### config.mk
export PLATFORM = sky130hd
export DESIGN_NAME = spi_flash_reader_flat
export DESIGN_NICKNAME = d
export VERILOG_FILES = /design/src/rtl/spi_flash_reader_if.sv /design/src/rtl/spi_flash_reader.sv /design/src/flat_wrapper.sv
export SDC_FILE = /design/constraint.sdc
export NUM_CORES = 1
export LEC_CHECK = 0
export BUFFER_PORTS_ARGS = -buffer_cell sky130_fd_sc_hd__buf_4
export CAP_MARGIN = 20
export CORE_MARGIN = 1.5
export CORE_UTILIZATION = 45
export CTS_BUF_LIST = sky130_fd_sc_hd__clkbuf_4 sky130_fd_sc_hd__clkbuf_8
export CTS_CLUSTER_SIZE = 24
export DETAILED_ROUTE_END_ITERATION = 10
export GPL_TIMING_DRIVEN = 0
export PLACE_DENSITY = 0.75
export SETUP_SLACK_MARGIN = 0.15
export SYNTH_ARGS = -nofsm -noshare
export SYNTH_HDL_FRONTEND = slang
export SYNTH_SLANG_ARGS = --single-unit
export TNS_END_PERCENT = 30
### constraint.sdc
create_clock -name clock -period 2.45 [get_ports clock]
set_clock_uncertainty 0.1 [all_clocks]
set_input_delay 0.49 -clock clock [delete_from_list [all_inputs] [get_ports clock]]
set_output_delay 0.49 -clock clock [all_outputs]
set_load 0.01 [all_outputs]
### src/rtl/spi_flash_reader_if.sv
// spi_flash_reader_if
//   Bundles the request/stream handshake and the four flash pins of the
//   SPI flash reader.
//   slave  : the reader itself (drives busy/done/rd_*/flash_csb/clk/io0)
//   master : its environment, i.e. the user logic plus the flash device
//            (drives start/addr/len/rd_ready/flash_io1)
interface spi_flash_reader_if #(
  parameter int LEN_W = 8
);
  logic             start;
  logic [23:0]      addr;
  logic [LEN_W-1:0] len;
  logic             busy;
  logic             done;
  logic [7:0]       rd_data;
  logic             rd_valid;
  logic             rd_ready;
  logic             flash_csb;
  logic             flash_clk;
  logic             flash_io0;
  logic             flash_io1;

  modport slave (
    input  start, addr, len, rd_ready, flash_io1,
    output busy, done, rd_data, rd_valid, flash_csb, flash_clk, flash_io0
  );

  modport master (
    output start, addr, len, rd_ready, flash_io1,
    input  busy, done, rd_data, rd_valid, flash_csb, flash_clk, flash_io0
  );
endinterface

### src/rtl/spi_flash_reader.sv
// spi_flash_reader
//   SPI mode-0 initiator issuing READ (0x03) to a serial flash and returning
//   the received bytes one at a time over a valid/ready stream. SCK is held
//   low between bytes while the consumer back-pressures.
// Parameters
//   CLK_DIV : SCK half-period in clock cycles (>=1)
//   LEN_W   : width of the byte-count request field
// Ports
//   clock   : system clock, posedge
//   resetb  : asynchronous active-low reset
//   bus     : request (start/addr/len), status (busy/done), read stream
//             (rd_data/rd_valid/rd_ready) and flash pins (csb/clk/io0/io1)
//
// state | meaning
// ------+--------------------------------------------------------------
// IDLE  | waiting for start; csb high, SCK low
// CSS   | csb low, SCK low for CLK_DIV cycles; first MOSI bit presented
// CMD   | shifting the 8 command bits
// ADR   | shifting the 24 address bits
// DAT   | clocking in one data byte on MISO, MOSI held 0
// HLD   | byte waiting on the consumer; SCK low, csb low
// CSH   | csb hold after the final falling edge, then wait for last accept
// DONE  | one-cycle done pulse, busy cleared on exit
module spi_flash_reader #(
  parameter int CLK_DIV = 2,
  parameter int LEN_W   = 8
) (
  input  logic               clock,
  input  logic               resetb,
  spi_flash_reader_if.slave  bus
);

  localparam logic [7:0] READ_CMD = 8'h03;
  localparam int DIV_W = (CLK_DIV > 1) ? $clog2(CLK_DIV) : 1;
  localparam logic [DIV_W-1:0] DIV_LOAD = DIV_W'(CLK_DIV - 1);

  typedef enum logic [2:0] {
    S_IDLE,
    S_CSS,
    S_CMD,
    S_ADR,
    S_DAT,
    S_HLD,
    S_CSH,
    S_DONE
  } state_t;

  state_t           state_q;
  logic [DIV_W-1:0] div_q;
  logic [4:0]       bit_q;
  logic [30:0]      tx_q;
  logic [7:0]       rx_q;
  logic [LEN_W-1:0] len_q;
  logic             csb_q;
  logic             sck_q;
  logic             io0_q;
  logic             busy_q;
  logic             done_q;
  logic             valid_q;
  logic [7:0]       data_q;

  logic accept_d;
  logic div_tc_d;

  assign accept_d = valid_q & bus.rd_ready;
  assign div_tc_d = (div_q == '0);

  always_ff @(posedge clock or negedge resetb) begin
    if (!resetb) begin
      state_q <= S_IDLE;
      div_q   <= '0;
      bit_q   <= '0;
      tx_q    <= '0;
      rx_q    <= '0;
      len_q   <= '0;
      csb_q   <= 1'b1;
      sck_q   <= 1'b0;
      io0_q   <= 1'b0;
      busy_q  <= 1'b0;
      done_q  <= 1'b0;
      valid_q <= 1'b0;
      data_q  <= '0;
    end else begin
      // Stream handshake is independent of the state: the last byte may be
      // accepted while the FSM is already in CSH.
      if (accept_d) begin
        valid_q <= 1'b0;
        len_q   <= len_q - 1'b1;
      end

      case (state_q)
        S_IDLE: begin
          if (bus.start) begin
            busy_q <= 1'b1;
            if (bus.len == '0) begin
              done_q  <= 1'b1;
              state_q <= S_DONE;
            end else begin
              len_q   <= bus.len;
              // First MOSI bit goes out now; tx_q holds the remaining 31.
              io0_q   <= READ_CMD[7];
              tx_q    <= {READ_CMD[6:0], bus.addr};
              csb_q   <= 1'b0;
              div_q   <= DIV_LOAD;
              state_q <= S_CSS;
            end
          end
        end

        S_CSS: begin
          if (div_tc_d) begin
            sck_q   <= 1'b1;
            div_q   <= DIV_LOAD;
            bit_q   <= 5'd7;
            state_q <= S_CMD;
          end else begin
            div_q <= div_q - 1'b1;
          end
        end

        S_CMD, S_ADR, S_DAT: begin
          if (!div_tc_d) begin
            div_q <= div_q - 1'b1;
          end else begin
            div_q <= DIV_LOAD;
            sck_q <= ~sck_q;
            if (!sck_q) begin
              // Rising edge: MISO sample point.
              if (state_q == S_DAT) begin
                rx_q <= {rx_q[6:0], bus.flash_io1};
              end
            end else begin
              // Falling edge: advance MOSI, count the bit just completed.
              bit_q <= bit_q - 1'b1;
              if (state_q != S_DAT) begin
                io0_q <= tx_q[30];
                tx_q  <= {tx_q[29:0], 1'b0};
              end
              if (bit_q == 5'd0) begin
                case (state_q)
                  S_CMD: begin
                    bit_q   <= 5'd23;
                    state_q <= S_ADR;
                  end
                  S_ADR: begin
                    bit_q   <= 5'd7;
                    state_q <= S_DAT;
                  end
                  default: begin
                    // All earlier bytes were accepted before leaving HLD,
                    // so len_q still counts the byte being delivered.
                    bit_q   <= 5'd7;
                    data_q  <= rx_q;
                    valid_q <= 1'b1;
                    if (len_q == LEN_W'(1)) begin
                      state_q <= S_CSH;
                    end else begin
                      state_q <= S_HLD;
                    end
                  end
                endcase
              end
            end
          end
        end

        S_HLD: begin
          if (accept_d) begin
            div_q   <= DIV_LOAD;
            state_q <= S_DAT;
          end
        end

        S_CSH: begin
          if (!div_tc_d) begin
            div_q <= div_q - 1'b1;
          end else if (!valid_q || bus.rd_ready) begin
            csb_q   <= 1'b1;
            done_q  <= 1'b1;
            state_q <= S_DONE;
          end
        end

        S_DONE: begin
          done_q  <= 1'b0;
          busy_q  <= 1'b0;
          state_q <= S_IDLE;
        end

        default: begin
          state_q <= S_IDLE;
        end
      endcase
    end
  end

  assign bus.busy      = busy_q;
  assign bus.done      = done_q;
  assign bus.rd_data   = data_q;
  assign bus.rd_valid  = valid_q;
  assign bus.flash_csb = csb_q;
  assign bus.flash_clk = sck_q;
  assign bus.flash_io0 = io0_q;

endmodule

### src/flat_wrapper.sv
// flat-port wrapper written by rule: the top's interface ports become plain ports
module spi_flash_reader_flat 
#(
  parameter int CLK_DIV = 2,
  parameter int LEN_W   = 8
)
  (clock, resetb, bus_start, bus_addr, bus_len, bus_rd_ready, bus_flash_io1, bus_busy, bus_done, bus_rd_data, bus_rd_valid, bus_flash_csb, bus_flash_clk, bus_flash_io0);
  spi_flash_reader_if #(.LEN_W(LEN_W)) bus_i ();
  input  logic clock;
  input  logic resetb;
  input wire logic [$bits(bus_i.start)-1:0] bus_start;
  input wire logic [$bits(bus_i.addr)-1:0] bus_addr;
  input wire logic [$bits(bus_i.len)-1:0] bus_len;
  input wire logic [$bits(bus_i.rd_ready)-1:0] bus_rd_ready;
  input wire logic [$bits(bus_i.flash_io1)-1:0] bus_flash_io1;
  output wire logic [$bits(bus_i.busy)-1:0] bus_busy;
  output wire logic [$bits(bus_i.done)-1:0] bus_done;
  output wire logic [$bits(bus_i.rd_data)-1:0] bus_rd_data;
  output wire logic [$bits(bus_i.rd_valid)-1:0] bus_rd_valid;
  output wire logic [$bits(bus_i.flash_csb)-1:0] bus_flash_csb;
  output wire logic [$bits(bus_i.flash_clk)-1:0] bus_flash_clk;
  output wire logic [$bits(bus_i.flash_io0)-1:0] bus_flash_io0;
  assign bus_i.start = bus_start;
  assign bus_i.addr = bus_addr;
  assign bus_i.len = bus_len;
  assign bus_i.rd_ready = bus_rd_ready;
  assign bus_i.flash_io1 = bus_flash_io1;
  assign bus_busy = bus_i.busy;
  assign bus_done = bus_i.done;
  assign bus_rd_data = bus_i.rd_data;
  assign bus_rd_valid = bus_i.rd_valid;
  assign bus_flash_csb = bus_i.flash_csb;
  assign bus_flash_clk = bus_i.flash_clk;
  assign bus_flash_io0 = bus_i.flash_io0;
  spi_flash_reader #(.CLK_DIV(CLK_DIV), .LEN_W(LEN_W)) u_core (.clock(clock), .resetb(resetb), .bus(bus_i));
endmodule
==> results.cfg <==
[run_status]
status = complete, no violations

[floorplanning]
die_x_um = 89.2
die_area_mm2 = 0.00796
dieHeight_um = 89.2
core.rowCount = 31
start_util = 0.464
io_pins = 51
core_area_mm2 = 0.00721

[yosys]
synth_area_per_cell_um2 = 9.38
synth.top_cell.area_share = 0.516
ys_async_sr_fraction = 1.00
ys.flop_type = dfrtp_1
synth_area_leaders = dfrtp_1, nand2_1, mux2_2, a31oi_1, nor2_1
yosysSeqAreaShare = 0.524
synth_most_common_cell = dfrtp_1
synthCells = 357
syn_nets = 397
synth_edf_count = 0
synth_cell_types = 52
ys_warn_count = 0
synth_top_area_cell = dfrtp_1
synth_area_mm2 = 0.00335
synthTopCellsByCount = dfrtp_1, nand2_1, nor2_1, a31oi_1, o21ai_0
synth-seq-cells = 70

[grt]
antenna_found_initial = 0
grt_max_degree = 71
grt_usage = 0.192
grt_pass1_wl_um = 11900
grt_overflow = 0
grt_pass1_vias = 2638

[clocking]
numCtsBuffers = 9
cts_setup_buffers = 0
cts_tree = yes
cts-root-buf = clkbuf_8
cts_buffer_depth = 2
clock_latency_ns = 0.34
clk_pin_slew_ns = 0.08
cts_sinks = 70
cts_max_level = 3

[sta]
period_share = 0.900
grt_setup_unrepaired = true
fin_ws_ns = 0.245
hold_violations = 0
max_freq_ghz = 0.454
finalSetupViolations = 0
finalCriticalPeriod_ns = 2.20
timing.setup.tns_ns = 0
relSlewSlack = 0.417
slew_viol_final = 0
holdWs_ns = 0.155
worst_slew_pin_slew_ns = 0.875

[min_path]
hp-class = input port to async pin

[finish]
final_nets = 458
syn_to_final_growth_pct = 21.0
drive_above_1_share = 0.243
diodes = 0

[placed_design]
dp_slack_ns = 0.0877
portBuffers = 50
place.gp.congestion = 0.829
dp_hpwl_um = 4850

[pwr]
cellPowerDensity_mw_per_mm2 = 1110
p_total_mw = 4.49
ir_worst_vdd_mv = 0.555
p_leak_nw = 1.84

[flow_run]
cap_violations = 0

[worst_setup_path]
critPathRequiredTime_ns = 2.55
criticalPathCategory = flop to flop
crit_path_end_kind = flop
cp_max_fo = 5
critPathArrivalTime_ns = 2.30
setup.worst_path.start_class = flop

[detailed_routing]
drt-pass1-iter-count = 4
routed_via_density = 5.36
drc = 0
drt_iter0_markers = 163
wl_per_cell_um = 13.5
vias = 2799
antenna_left = 0
wirelength_um = 7050
-- final cells by class --
| cell class | instances | area [um^2] |
|---|---|---|
| Tap cell | 99 | 124 |
| Clock buffer | 13 | 173 |
| Multi-Input combinational cell | 250 | 1450 |
| Sequential cell | 70 | 1750 |
| Inverter | 17 | 63.8 |
| Clock inverter | 3 | 17.5 |
| Fill cell | 668 | 3170 |
| Buffer | 20 | 96.3 |
| Timing Repair Buffer | 50 | 375 |
-- cell usage in the layout (no fill, tap or decap), types with 3 or more instances in the layout --
master and count:
nand3_1 12, clkbuf_1 7, nand2b_1 3, nor2_1 38, xor2_1 4, ha_1 3
inv_1 17, dfrtp_1 69, clkbuf_8 12, o21ai_0 22, nand2_1 67, a21oi_1 11
mux2_2 15, a31oi_1 24, nor3_1 5, xnor2_1 4, buf_2 7, buf_4 53
-- critical path: stages, from the launching register on --
cell and delay (ns):
dfrtp_1 0.41, inv_1 0.09, ha_1 0.16, or3b_1 0.43
o32ai_1 0.34, o2111ai_1 0.27, nor3_1 0.22, a211oi_1 0.06
-- path summary, 6_finish.rpt --
check,start,end,slack (ns),cells past startpoint
setup / recovery,u_core.bit_q[0]$_DFFE_PN0P_,u_core.state_q[1]$_DFFE_PN0P_,0.25,7
hold / removal,resetb,u_core.tx_q[18]$_DFFE_PN0P_,0.15,1
setup reg to reg,u_core.bit_q[0]$_DFFE_PN0P_,u_core.state_q[1]$_DFFE_PN0P_,0.25,7
hold reg to reg,u_core.bus.rd_data[0]$_DFFE_PN0P_,u_core.bus.rd_data[0]$_DFFE_PN0P_,0.41,1
max in group asynchronous,resetb,u_core.bit_q[0]$_DFFE_PN0P_,1.51,1
min in group clock,bus_len[4],u_core.len_q[4]$_DFF_PN0_,0.26,3
-- stage by stage --
stage	std cells	instance area [um^2]	utilization
floorplan	357	3350	-
global placement	506	3850	0.533
detailed placement	506	3850	0.533
CTS	522	4040	0.559
global route	522	4050	0.561
finish	522	4050	0.561
-- cell families (layout without fill, tap and decap cells) --
kind of cell | count (synthesis) | count (layout) | share of synthesized area
and+or+nand+nor | 149 | 149 | 0.207
adders and majority gates | 3 | 3 | 0.0112
muxes | 16 | 16 | 0.0538
AOI/OAI and AO/OA | 74 | 74 | 0.135
DFF | 70 | 70 | 0.524
xor gates and xnor gates | 8 | 8 | 0.0209
buffers and inverters | 37 | 103 | 0.0475
-- flip-flops by register name, indices dropped and copies added (netlist names) --
register and flops:
u_core.bus.flash_clk 1, u_core.bus.flash_csb 1, u_core.div_q 1, u_core.bus.done 1, u_core.bus.busy 1, u_core.state_q 3
u_core.bus.flash_io0 1, u_core.bit_q 5, u_core.rx_q 8, u_core.len_q 8, u_core.tx_q 31, u_core.bus.rd_data 8
u_core.bus.rd_valid 1
-- power breakdown --
part	switching [mW]	internal (mW)	leakage (nW)
Combinational	1.08	0.706	0.900
Clock	0.427	0.459	0.0988
Sequential	0.256	1.56	0.840
Total	1.76	2.73	1.84
-- what timing repair did --
| action | in CTS | in global routing |
|---|---|---|
| endpoints found under the setup margin | 0 | 42 |
| hold buffers | 0 | 0 |
| gates resized for setup | 0 | 5 |
-- per-layer routing --
metal  vias up  track usage  part of all wire
met5         -            0                 0
met4         0       0.0741            0.0055
met3         4       0.0397             0.046
met2        60        0.314              0.48
met1      1381        0.254              0.47
li1       1354            -                 -
Power figures use the tool's default switching activity.
